--- src/rtl/fabric2_sarbiter.sv ---
// Two-master to one-slave OCP arbiter: round-robin grant held from command
// issue until the slave response completes, with a response watchdog.

`ifndef ADDR_WIDTH
`define ADDR_WIDTH 32
`endif
`ifndef DATA_WIDTH
`define DATA_WIDTH 32
`endif
`ifndef BEN_WIDTH
`define BEN_WIDTH 4
`endif

// state     | meaning
// ST_IDLE   | no grant; arbitrate between pending master requests
// ST_CMD    | granted command presented to slave, waiting for SCmdAccept
// ST_WAIT   | command accepted, waiting for slave response (watchdog runs)
module fabric2_sarbiter #(
  parameter int RESP_TIMEOUT = 255,
  parameter int CNT_WIDTH    = 8
) (
  input  logic                     clk,
  input  logic                     rst,
  input  logic [`ADDR_WIDTH-1:0]   i_M0_MAddr,
  input  logic [2:0]               i_M0_MCmd,
  input  logic [`DATA_WIDTH-1:0]   i_M0_MData,
  input  logic [`BEN_WIDTH-1:0]    i_M0_MByteEn,
  output logic                     o_M0_SCmdAccept,
  output logic [`DATA_WIDTH-1:0]   o_M0_SData,
  output logic [1:0]               o_M0_SResp,
  input  logic [`ADDR_WIDTH-1:0]   i_M1_MAddr,
  input  logic [2:0]               i_M1_MCmd,
  input  logic [`DATA_WIDTH-1:0]   i_M1_MData,
  input  logic [`BEN_WIDTH-1:0]    i_M1_MByteEn,
  output logic                     o_M1_SCmdAccept,
  output logic [`DATA_WIDTH-1:0]   o_M1_SData,
  output logic [1:0]               o_M1_SResp,
  output logic [`ADDR_WIDTH-1:0]   o_S_MAddr,
  output logic [2:0]               o_S_MCmd,
  output logic [`DATA_WIDTH-1:0]   o_S_MData,
  output logic [`BEN_WIDTH-1:0]    o_S_MByteEn,
  input  logic                     i_S_SCmdAccept,
  input  logic [`DATA_WIDTH-1:0]   i_S_SData,
  input  logic [1:0]               i_S_SResp,
  output logic                     o_busy
);

  localparam logic [2:0] CMD_IDLE  = 3'b000;
  localparam logic [1:0] RESP_NULL = 2'b00;
  localparam logic [1:0] RESP_ERR  = 2'b11;
  localparam logic [CNT_WIDTH-1:0] TO_LAST = CNT_WIDTH'(RESP_TIMEOUT - 1);

  typedef enum logic [1:0] {ST_IDLE, ST_CMD, ST_WAIT} state_t;

  state_t               state, state_n;
  logic                 gnt, gnt_n, last, last_n;
  logic [CNT_WIDTH-1:0] cnt, cnt_n;

  logic [`ADDR_WIDTH-1:0] g_addr;
  logic [2:0]             g_cmd;
  logic [`DATA_WIDTH-1:0] g_data;
  logic [`BEN_WIDTH-1:0]  g_ben;
  logic                   req0, req1, slv_resp, timeout_hit;

  assign g_addr = gnt ? i_M1_MAddr   : i_M0_MAddr;
  assign g_cmd  = gnt ? i_M1_MCmd    : i_M0_MCmd;
  assign g_data = gnt ? i_M1_MData   : i_M0_MData;
  assign g_ben  = gnt ? i_M1_MByteEn : i_M0_MByteEn;

  assign req0        = (i_M0_MCmd != CMD_IDLE);
  assign req1        = (i_M1_MCmd != CMD_IDLE);
  assign slv_resp    = (i_S_SResp != RESP_NULL);
  assign timeout_hit = (RESP_TIMEOUT != 0) && (cnt == TO_LAST);
  assign o_busy      = (state != ST_IDLE);

  always_ff @(posedge clk or posedge rst) begin
    if (rst) begin
      state <= ST_IDLE;
      gnt   <= 1'b0;
      last  <= 1'b1;
      cnt   <= '0;
    end else begin
      state <= state_n;
      gnt   <= gnt_n;
      last  <= last_n;
      cnt   <= cnt_n;
    end
  end

  always_comb begin
    state_n = state;
    gnt_n   = gnt;
    last_n  = last;
    cnt_n   = cnt;
    case (state)
      ST_IDLE: begin
        if (req0 || req1) begin
          gnt_n   = (req0 && req1) ? ~last : req1;
          state_n = ST_CMD;
        end
      end
      ST_CMD: begin
        // a master withdrawing its command before accept is abandoned silently
        if (g_cmd == CMD_IDLE) begin
          state_n = ST_IDLE;
        end else if (i_S_SCmdAccept) begin
          cnt_n = '0;
          if (slv_resp) begin
            last_n  = gnt;
            state_n = ST_IDLE;
          end else begin
            state_n = ST_WAIT;
          end
        end
      end
      ST_WAIT: begin
        if (slv_resp || timeout_hit) begin
          last_n  = gnt;
          state_n = ST_IDLE;
        end else begin
          cnt_n = cnt + 1'b1;
        end
      end
      default: state_n = ST_IDLE;
    endcase
  end

  logic                   acc_fwd;
  logic [1:0]             resp_fwd;
  logic [`DATA_WIDTH-1:0] data_fwd;

  always_comb begin
    o_S_MAddr   = '0;
    o_S_MCmd    = CMD_IDLE;
    o_S_MData   = '0;
    o_S_MByteEn = '0;
    acc_fwd     = 1'b0;
    resp_fwd    = RESP_NULL;
    data_fwd    = '0;
    case (state)
      ST_CMD: begin
        o_S_MAddr   = g_addr;
        o_S_MCmd    = g_cmd;
        o_S_MData   = g_data;
        o_S_MByteEn = g_ben;
        acc_fwd     = i_S_SCmdAccept;
        if (i_S_SCmdAccept && slv_resp) begin
          resp_fwd = i_S_SResp;
          data_fwd = i_S_SData;
        end
      end
      ST_WAIT: begin
        if (slv_resp) begin
          resp_fwd = i_S_SResp;
          data_fwd = i_S_SData;
        end else if (timeout_hit) begin
          resp_fwd = RESP_ERR;
        end
      end
      default: ;
    endcase
    o_M0_SCmdAccept = acc_fwd  & ~gnt;
    o_M0_SResp      = gnt ? RESP_NULL : resp_fwd;
    o_M0_SData      = gnt ? '0 : data_fwd;
    o_M1_SCmdAccept = acc_fwd  & gnt;
    o_M1_SResp      = gnt ? resp_fwd : RESP_NULL;
    o_M1_SData      = gnt ? data_fwd : '0;
  end

endmodule

--- config.mk ---
export PLATFORM = sky130hd
export DESIGN_NAME = fabric2_sarbiter
export DESIGN_NICKNAME = d
export VERILOG_FILES = /design/src/rtl/fabric2_sarbiter.sv
export SDC_FILE = /design/constraint.sdc
export NUM_CORES = 1
export LEC_CHECK = 0
export CAP_MARGIN = 40
export CORE_AREA = 10 10 115 117
export CTS_CLUSTER_SIZE = 40
export DETAILED_ROUTE_END_ITERATION = 7
export DIE_AREA = 0 0 125 127
export GPL_TIMING_DRIVEN = 0
export PLACE_DENSITY_LB_ADDON = 0.1
export REMOVE_ABC_BUFFERS = 1
export SYNTH_ARGS = -nofsm -noshare
export SYNTH_HDL_FRONTEND = slang
export SYNTH_SLANG_ARGS = --single-unit
--- constraint.sdc ---
create_clock -name clk -period 6.8 [get_ports clk]
set_clock_uncertainty 0.05 [all_clocks]
set_input_delay 2.04 -clock clk [delete_from_list [all_inputs] [get_ports clk]]
set_output_delay 2.04 -clock clk [all_outputs]
set_load 0.05 [all_outputs]
# Word level (Yosys, flattened, before mapping)
# Index checks and enable logic that the tools add are counted.
# word_totals
ram_bits	0
input_bits	179
out_inout_bits	142
romBits	0
latch_bits	0
mem_count	0
word_cells	70
ff_bits	12
# classes
multipliers	0
n_div	0
reduce_logical	15
eq_ne	10
addsub	1
bitwise	4
mux	36
n_lt_le_gt_ge	0
shift	0
# op_table
cell	count
$mux W32	8
$pmux W32 S2	1
$mux W8	3
$mux W2	10
$pmux W8 S2	1
$ne A2 B2 Y1 const B	6
$add A8 B1 Y8 const B	1
$eq A8 B8 Y1 const B	1
$mux W4	2
$mux W1	6
$mux W3	2
$pmux W2 S3	1
$reduce_bool A2 Y1	3
$reduce_bool A3 Y1	2
$reduce_and A5 Y1	1
$pmux W2 S2	1
$reduce_and A4 Y1	1
$logic_not A3 Y1	1
$ne A3 B3 Y1 const B	1
$reduce_and A3 Y1	1
$and A1 B1 Y1	2
$eq A2 B1 Y1 const B	1
$eq A2 B2 Y1 const B	1
$logic_and A1 B1 Y1	2
other kinds (5)	7

# Depth between registers and ports, before layout
# Gate-level depths: netlist of the first run.
# depth
ltp_word	5
mapped_depth	7
ltp_nobuf	6

# Least setup slack after synthesis of the first run
# Ideal clock, no wire load.
# synth_path
path_type	input -> output
from	input port i_S_SCmdAccept
to	output port o_M0_SData[10]
setup_slack_ps	1535
t_arrival_ps	3175
n_path_buf	1
cell_stages	5
path_cell_list	nand2_1 > a21o_1 > nor2_1 > clkbuf_1 > and2_1
# synth_via
elab_chain_cells	4
# synth_lines
element	line_no	rtl
start, declared	42	input logic i_S_SCmdAccept,
$logic_and A1 B1 Y1	147	if (i_S_SCmdAccept && slv_resp) begin
$mux W32	147	
$pmux W32 S2	140	case (state)
$mux W32	164	o_M0_SData = gnt ? '0 : data_fwd;
end, declared	29	output logic [`DATA_WIDTH-1:0] o_M0_SData,
# Every way passes these cells.

# Final worst setup path of the first run
# layout_path
from	input port i_S_SCmdAccept
to	output port o_M0_SData[22]
# The elaborated chain is that of the path after synthesis.

==> results of run 1 <==
per-stage QoR:
| stage | setup WS [ns] | total power [mW] | std cells | hold slack (ns) |
|---|---|---|---|---|
| 2_1_floorplan | 0.616 | 1.54 | 314 | 0.400 |
| 3_3_place_gp | -1.24 | 2.28 | 777 | 0.435 |
| 3_5_place_dp | 0.207 | 2.25 | 781 | 0.447 |
| 4_1_cts | 0.206 | 2.38 | 785 | 0.453 |
| 5_1_grt | 0.0988 | 2.46 | 785 | 0.478 |
| 6_report | 0.216 | 2.35 | 785 | 0.469 |
placed cells by master (no fill, tap or decap), types with 3 or more instances in the layout:
master           instances
a31oi_1                  7
nor3_1                   3
and2_1                  65
inv_1                    9
clkbuf_16                3
nand3_1                  7
nor2_1                  11
and3_1                   3
ha_1                     4
mux2i_1                 71
a21oi_1                  3
clkdlybuf4s50_1        320
o21ai_0                  8
dfrtp_1                 10
nor2b_1                 73
nand2_1                  8
Yosys cell counts (2+ instances only):
cell type	number
mux2i_1	71
nand2_1	8
inv_1	9
nand4_1	2
and3_1	3
nand3_1	7
ha_1	5
mux2_2	2
and2_1	65
nor3_1	3
nor2b_1	73
a21oi_1	3
a31oi_1	7
buf_2	8
or3_1	2
o21ai_0	8
nor2_1	13
nand2b_1	2
clkbuf_1	15
dfrtp_1	11
path summary, 6_finish.rpt:
| check | endpoint | slack, ns |
|---|---|---|
| max | o_M0_SData[22] | 0.22 |
| min | cnt[7] | 0.47 |
| min reg2reg | cnt[7] | 0.47 |
| min in group asynchronous | gnt | 2.08 |
| max in group asynchronous | gnt | 4.25 |
| max reg2reg | state[1] | 4.39 |
worst register-to-register path, stage by stage, from the launching register on:
cell      delay, ns
dfrtp_4        0.93
nor4b_4        0.50
nor2_1         0.17
a221oi_2       0.29
mux2_2         0.36
per-layer routing:
| layer | global-route usage, % | wire [µm] | up-vias |
|---|---|---|---|
| li1 | - | - | 1762 |
| met4 | 2.24 | 76 | 0 |
| met1 | 20.2 | 6320 | 1639 |
| met2 | 35.1 | 8400 | 198 |
| met5 | 0 | 0 | - |
| met3 | 8.81 | 1870 | 6 |
power by group:
group / leakage [nW] / internal (mW) / switching [mW]
clock: 0.0442 / 0.0888 / 0.0315
combinational: 2.21 / 0.792 / 1.28
sequential: 0.158 / 0.0867 / 0.0723
layout make-up:
class	count	area [µm²]	share of cell area (%)
sequential	12	305	5.05
tap	143	179	2.96
clock buffer	4	88.8	1.47
timing repair buffer	324	3270	54.1
multi-input combinational	293	2170	35.8
inverter	9	33.8	0.559
sequential cells by signal, summed over array words and instances, names as in the netlist:
name	count
cnt	8
gnt	1
last	1
state	2
cell families (layout without fill, tap and decap cells):
kind of cell / count (synthesis) / count (layout)
AO/OA/AOI/OAI: 32 / 32
adder cells (fa/ha/maj): 5 / 5
buffers and inverters: 33 / 337
flip-flops: 12 / 12
multiplexers: 73 / 73
AND/OR/NAND/NOR: 183 / 183
==> reports/metrics.cfg, run 1 <==
[worst_setup_path]
crit_path_start_kind = input port
path_depth = 7
critPathKind = in -> out
r2r_start = gnt
crit_required_ns = 4.71
path_common_cell = clkdlybuf4s50_1
ff2ff_path_depth = 4
worst_setup_path_end_kind = output pin
cp-startpoint = i_S_SCmdAccept
timing.critical_path.buf_inv = 3
slowest_stage = clkdlybuf4s50_1
arrival_ns = 4.49
critical_path.max_stage_delay_ns = 0.85
critPathTopFamily = buffers and inverters
cp_max_fo = 27
crit_chain = clkdlybuf4s50_1, nand2_1, a21o_1, nor2_2, buf_8, and2_1, clkdlybuf4s50_1

[clocking]
root_buffer = clkbuf_16
path_clk_slew_ns = 0.04
numCtsBuffers = 3
clock_path_buffers = 2
cts_resized = 0
clk_latency_ns = 0.24
cts.sinks = 12
hold_buffers = 0
cts_tree = built
h-tree-depth = 1
cts_setup_buffers = 0

[route]
wl_um = 16700
drt_iter0_drc = 175
vias = 3605
ant_nets = 0
drt_first_pass_iters = 4
wl_per_cell_um = 21.2
vias_per_cell = 4.59
drc_errors = 0

[global_route]
grt.overflow.total = 0
grt_pass1_wl_um = 24200
grt_pass1_vias = 3771
grt_max_degree = 51
track_usage_pct = 19.2
antenna_found_initial = 0

[yosys]
synth_edf_count = 0
synth_top_family_by_area = simple AND/OR/NAND/NOR gates
synthTopCellsByArea = mux2i_1 27%, nor2b_1 18%, and2_1 16%
synth_flop_cell = dfrtp_1
async_reset_ff_share_pct = 100
syn_area_mm2 = 0.00260
synthAdderAreaFrac_pct = 2.40
yosys.area.top_type = mux2i_1
yosysWarnings = 0
synth-xor-area-share_pct = 0
yosys.area_share.simple_pct = 43.1
synth-seq-area-share_pct = 11.6
ys_types = 41
ys_seq_elements = 12
avgSynthCellArea_um2 = 7.70
synth_compound_area_share_pct = 9.33
netlist_instances = 338
synthMuxAreaShare_pct = 28.2
synth_top_area_share_pct = 27.3

[flow_run]
maxCapViolations = 0

[layout]
fin_util_pct = 54.4
drive_above_1_share_pct = 3.12
fin_nets = 827
fillCellCount = 1042
area_growth_pct = 132
fin_area_mm2 = 0.00605
n_antenna_cell = 0

[die]
chipWidth_um = 125
ios = 321
initial_core_util_pct = 23.4
core_mm2 = 0.0111
rows = 39
dieArea_mm2 = 0.0159
fp.dieH_um = 127

[sta]
timing.final.crit_share_pct = 96.8
hold_violations = 0
setup_viol = 0
tightestPinTransition_ns = 0.791
tns_ns = 0
rsz0062_at_grt = no
drv_slew = 0
relSlewSlack_pct = 47.3
fmax_ghz = 0.152
timing.final.crit_period_ns = 6.58

[placement]
placed_cell_area_mm2 = 0.00596
hpwl_um = 14500
gp_congestion = 0.863
numPortBuffers = 320

[hold_path]
holdPathStages = 1
hold_path_class = reg -> reg
hp-start = cnt[7]

[power_and_ir_drop]
power_leakage_nw = 2.41
ir_drop_uv = 199
power_per_cell_area_mw_per_mm2 = 389

[run_status]
status = finished, final reports clean

No activity file was read; power rests on OpenSTA's default activity.
==> run 2: changes to the inputs <==
--- a/config.mk
+++ b/config.mk
@@ -7,12 +7,14 @@
 export LEC_CHECK = 0
 export CAP_MARGIN = 40
 export CORE_AREA = 10 10 115 117
+export CTS_CLUSTER_DIAMETER = 60
 export CTS_CLUSTER_SIZE = 40
 export DETAILED_ROUTE_END_ITERATION = 7
 export DIE_AREA = 0 0 125 127
 export GPL_TIMING_DRIVEN = 0
 export PLACE_DENSITY_LB_ADDON = 0.1
 export REMOVE_ABC_BUFFERS = 1
+export SETUP_SLACK_MARGIN = 0.3
 export SYNTH_ARGS = -nofsm -noshare
 export SYNTH_HDL_FRONTEND = slang
 export SYNTH_SLANG_ARGS = --single-unit
==> reports/metrics.cfg, run 2 (synthesized netlist as in run 1, its figures left out) <==
[sta]
rsz0062_at_grt = no
timing.final.crit_period_ns = 6.36  ; -0.223 ns
setup_viol = 0  ; unchanged
tightestPinTransition_ns = 0.793  ; +0.00235 ns
hold_violations = 0  ; unchanged
fmax_ghz = 0.157  ; +3.5%
timing.final.crit_share_pct = 93.5  ; -3.3 points
relSlewSlack_pct = 47.1  ; -0.16 points
setup_slack_ns = 0.439  ; +0.223 ns
drv_slew = 0  ; unchanged

[clocking]
cts_resized = 52  ; +52
numCtsBuffers = 3  ; unchanged
clk_latency_ns = 0.24  ; about the same
cts_setup_buffers = 0  ; unchanged
hold_buffers = 0  ; unchanged
cts_tree = built
clock_path_buffers = 2  ; unchanged
h-tree-depth = 1  ; unchanged
root_buffer = clkbuf_16
path_clk_slew_ns = 0.04  ; about the same
cts.sinks = 12  ; unchanged

[route]
drc_errors = 0  ; unchanged
ant_nets = 0  ; unchanged
drt_first_pass_iters = 4  ; unchanged
vias = 3625  ; +0.55%
vias_per_cell = 4.62  ; +0.55%
wl_um = 16700  ; about the same
drt_iter0_drc = 187  ; +6.9%
wl_per_cell_um = 21.2  ; about the same

[power_and_ir_drop]
power_leakage_nw = 2.73  ; +13%
totalPowerFinal_mw = 2.33  ; -1.0%
ir_drop_uv = 199  ; about the same
power_per_cell_area_mw_per_mm2 = 389  ; -0.12%

[die]
dieArea_mm2 = 0.0159  ; unchanged
ios = 321  ; unchanged
initial_core_util_pct = 23.4  ; unchanged
fp.dieH_um = 127  ; unchanged
rows = 39  ; unchanged
chipWidth_um = 125  ; unchanged
core_mm2 = 0.0111  ; unchanged

[worst_setup_path]
r2r_start = gnt
arrival_ns = 4.27  ; -0.22 ns
ff2ff_path_depth = 4  ; unchanged
rr_endpoint = state[1]
cp_max_fo = 6  ; -78%
reg2reg_slack_ns = 4.39  ; about the same
critPathKind = in -> out
worst_setup_path_end_kind = output pin
crit_required_ns = 4.71  ; about the same
crit_path_start_kind = input port

[hold_path]
hold_path_class = reg -> reg
hp-start = cnt[7]
holdPathStages = 1  ; unchanged
whs_endpoint = cnt[7]

[global_route]
grt.overflow.total = 0  ; unchanged
antenna_found_initial = 0  ; unchanged
grt_pass1_wl_um = 24100  ; -0.54%
grt_max_degree = 51  ; unchanged
track_usage_pct = 19.1  ; -0.10 points
grt_pass1_vias = 3763  ; -0.21%

[placement]
placedCellCount = 781  ; unchanged
numPortBuffers = 320  ; unchanged
pre_cts_slack_ns = 0.207  ; unchanged
hpwl_um = 14500  ; unchanged
gp_congestion = 0.863  ; unchanged

[layout]
layout.cells.non_filler = 785  ; unchanged
top_regs = cnt x8, state x2
n_antenna_cell = 0  ; unchanged
fillCellCount = 1057  ; +1.4%
final_cell_mix = 264 x clkdlybuf4s50_1, 73 x nor2b_1, 71 x mux2i_1
largest_register_ffs = 8  ; unchanged
drive_above_1_share_pct = 3.12  ; unchanged
layout_commonest_cell = clkdlybuf4s50_1
fin_nets = 827  ; unchanged
area_growth_pct = 130
max_flop_register = cnt

[run_status]
status = finished, final reports clean

[flow_run]
maxCapViolations = 0  ; unchanged

-- run 2: changes by cell type in the layout (fill, tap and decap cells not counted) --
| cell | change |
|---|---|
| dlygate4sd2_1 | +52 |
| clkdlybuf4s50_1 | -56 |
| dlymetal6s2s_1 | +4 |
-- run 2: stage by stage --
step / TNS, ns / hold slack (ns) / util (%) / instance area [µm²]
finish: 0 / 0.460 / 53.9 / 5990
global route: 0 / 0.478 / 53.9 / 5990
CTS: 0 / 0.453 / 53.8 / 5980
detailed placement: 0 / 0.447 / 53.6 / 5960
global placement: -58.51 / 0.435 / 52.8 / 5880
floorplan: 0 / 0.400 / - / 2490
-- run 2: worst max-delay path by stage --
stage	startpoint	end	slack, ns	depth (start not counted)
2_1_floorplan	gnt	o_M1_SData[0]	0.62	3
3_3_place_gp	gnt	o_M1_SData[27]	-1.24	4
3_5_place_dp	i_S_SCmdAccept	o_M0_SData[22]	0.21	7
4_1_cts	i_S_SCmdAccept	o_M1_SData[31]	0.30	7
5_1_grt	i_S_SCmdAccept	o_M0_SData[28]	0.33	6
6_report	i_S_SCmdAccept	o_M0_SData[28]	0.44	6
-- run 2: cell type report --
cell class                 count  area [µm²]  area share (%)
multi-input combinational    293        2170            36.2
sequential                    12         305            5.10
clock buffer                   4        88.8            1.48
tap                          143         179            2.99
inverter                       9        33.8           0.564
timing repair buffer         324        3220            53.7
-- run 2: power by group --
part / switching [mW] / leakage [nW] / internal [mW]
registers: 0.0725 / 0.158 / 0.0867
logic: 1.28 / 2.52 / 0.769
clock network: 0.0317 / 0.0442 / 0.0889
-- run 2: critical path, stage by stage --
cell             delay [ns]
clkdlybuf4s50_1        0.58
nand2_1                0.16
a21o_1                 0.26
nor2_2                 0.24
and2_1                 0.16
clkdlybuf4s50_1        0.82
-- run 2: per-layer routing --
layer,part of all wire [%],up-vias,global-route usage (%)
met3,11,8,8.27
met5,0,-,0
met4,0.48,0,2.24
met2,51,203,35.0
li1,-,1762,-
met1,38,1652,20.4
==> run 3: changes to the inputs <==
==> constraint.sdc (replaced) <==
create_clock -name clk -period 6.8 [get_ports clk]
set_clock_uncertainty 0.05 [all_clocks]
set_input_delay 2.04 -clock clk [delete_from_list [all_inputs] [get_ports clk]]
set_output_delay 2.04 -clock clk [all_outputs]
set_load 0.1 [all_outputs]
==> reports/metrics.cfg, run 3 (synthesized netlist as in run 1, its figures left out) <==
[layout]
fillCellCount = 536  ; -49%
drive_above_1_share_pct = 20.8  ; +18 points
max_flop_register = cnt
final_cell_mix = 314 x clkdlybuf4s50_1, 94 x buf_16, 73 x nor2b_1
area_growth_pct = 258
fin_nets = 964  ; +17%
fin_area_mm2 = 0.00932  ; +56%
largest_register_ffs = 8  ; unchanged
layout_commonest_cell = clkdlybuf4s50_1
top_regs = cnt x8, state x2

[global_route]
grt_max_degree = 51  ; unchanged
grt_pass1_wl_um = 32800  ; +36%
grt_pass1_vias = 4912  ; +31%
track_usage_pct = 26.6  ; +7.5 points
antenna_found_initial = 2  ; +2
grt.overflow.total = 0  ; unchanged

[die]
dieArea_mm2 = 0.0159  ; unchanged
ios = 321  ; unchanged
initial_core_util_pct = 23.4  ; unchanged
fp.dieH_um = 127  ; unchanged
chipWidth_um = 125  ; unchanged
core_mm2 = 0.0111  ; unchanged
rows = 39  ; unchanged

[hold_path]
hold_path_class = reg -> reg

[clocking]
cts.sinks = 12  ; unchanged
numCtsBuffers = 3  ; unchanged
cts_setup_buffers = 0  ; unchanged
clk_latency_ns = 0.24  ; about the same
hold_buffers = 0  ; unchanged
cts_tree = built
root_buffer = clkbuf_16
path_clk_slew_ns = 0.05  ; about the same
clock_path_buffers = 2  ; unchanged
h-tree-depth = 1  ; unchanged

[placement]
pre_cts_slack_ns = 0.216  ; +0.00834 ns
gp_congestion = 0.863  ; unchanged
hpwl_um = 20100  ; +39%
placed_cell_area_mm2 = 0.00927  ; +56%
numPortBuffers = 320  ; unchanged

[worst_setup_path]
arrival_ns = 4.31  ; +0.04 ns
slowest_stage = clkdlybuf4s50_1
worst_setup_path_end_kind = output pin
cp_max_fo = 29  ; +23
critPathTopFamily = buffers and inverters
path_common_cell = clkdlybuf4s50_1
crit_chain = clkdlybuf4s50_1, nor2_1, a21o_1, nor2_4, buf_8, and2_1, clkdlybuf4s50_1, buf_16
critical_path.max_stage_delay_ns = 0.60  ; -0.22 ns
timing.critical_path.buf_inv = 4  ; +2
critPathKind = in -> out
crit_required_ns = 4.71  ; about the same
crit_path_start_kind = input port

[power_and_ir_drop]
power_per_cell_area_mw_per_mm2 = 489  ; +26%
ir_drop_uv = 482  ; +140%
power_leakage_nw = 3.85  ; +41%

[route]
vias = 4381  ; +21%
vias_per_cell = 4.75  ; +2.8%
wl_per_cell_um = 24.2  ; +14%
ant_nets = 0  ; unchanged
wl_um = 22400  ; +34%
drt_first_pass_iters = 4  ; unchanged
drt_iter0_drc = 260  ; +39%
drc_errors = 0  ; unchanged

[sta]
hold_violations = 0  ; unchanged
setup_viol = 0  ; unchanged
fmax_ghz = 0.156  ; -0.54%
rsz0062_at_grt = no
tightestPinTransition_ns = 0.793  ; +0.0000231 ns
setup_slack_ns = 0.404  ; -0.0347 ns
drv_slew = 0  ; unchanged
timing.final.crit_period_ns = 6.40  ; +0.0347 ns
timing.final.crit_share_pct = 94.1  ; +0.51 points
relSlewSlack_pct = 47.1  ; about the same

[run_status]
status = finished, final reports clean

[flow_run]
maxCapViolations = 0  ; unchanged

[run 3: changes by cell type in the layout (fill, tap and decap cells not counted)]
| cell | before | now |
|---|---|---|
| buf_16 | 0 | 94 |
| dlygate4sd2_1 | 52 | 0 |
| clkdlybuf4s50_1 | 264 | 314 |
| buf_8 | 2 | 50 |
| dlymetal6s2s_1 | 4 | 1 |
| nor2_2 | 2 | 0 |
| nor2_4 | 0 | 2 |
| diode_2 | 0 | 1 |
[run 3: final timing paths]
check,startpoint,endpoint,slack [ns],cells past startpoint
worst min register to register,cnt[7],cnt[7],0.47,1
min in group asynchronous,rst,gnt,2.08,2
worst max register to register,gnt,state[1],4.37,4
max in group asynchronous,rst,gnt,4.25,2
worst max-delay path,i_S_SResp[1],o_M1_SData[19],0.40,8
worst min-delay path,cnt[7],cnt[7],0.47,1
[run 3: through the flow]
| stage | cells | hold WS (ns) | setup TNS [ns] | utilization, % | power (mW) |
|---|---|---|---|---|---|
| 3_3_place_gp | 777 | 0.435 | -86.05 | 52.8 | 3.18 |
| 3_5_place_dp | 923 | 0.452 | 0 | 83.3 | 4.45 |
| 4_1_cts | 925 | 0.458 | 0 | 84.0 | 4.59 |
| 6_report | 923 | 0.471 | 0 | 83.8 | 4.56 |
| 5_1_grt | 923 | 0.484 | 0 | 83.8 | 4.68 |
| 2_1_floorplan | 314 | 0.400 | 0 | - | 2.44 |
[run 3: final cells by class]
| cell class | count | area (µm²) | share of cell area [%] |
|---|---|---|---|
| timing repair buffer | 461 | 6530 | 70.1 |
| inverter | 9 | 33.8 | 0.362 |
| clock buffer | 4 | 88.8 | 0.953 |
| antenna | 1 | 2.50 | 0.0268 |
| multi-input combinational | 293 | 2180 | 23.4 |
| sequential | 12 | 305 | 3.28 |
| tap | 143 | 179 | 1.92 |
[run 3: repair_timing]
action,4_1_cts,5_1_grt
gates resized for setup,2,1
setup endpoints to repair,32,54
pin swaps,0,2
[run 3: power breakdown]
| group | internal, mW | leakage [nW] | switching [mW] |
|---|---|---|---|
| Combinational | 1.80 | 3.65 | 2.48 |
| Sequential | 0.0866 | 0.158 | 0.0731 |
| Clock | 0.0891 | 0.0442 | 0.0344 |
[run 3: routing by layer]
metal  up-vias  share of wire (%)  track usage [%]
met5         -              0.058                0
met2       273                 52             50.3
met1      2029                 34             25.7
met3        42                9.9             10.8
li1       2035                  -                -
met4         2                3.7             8.74
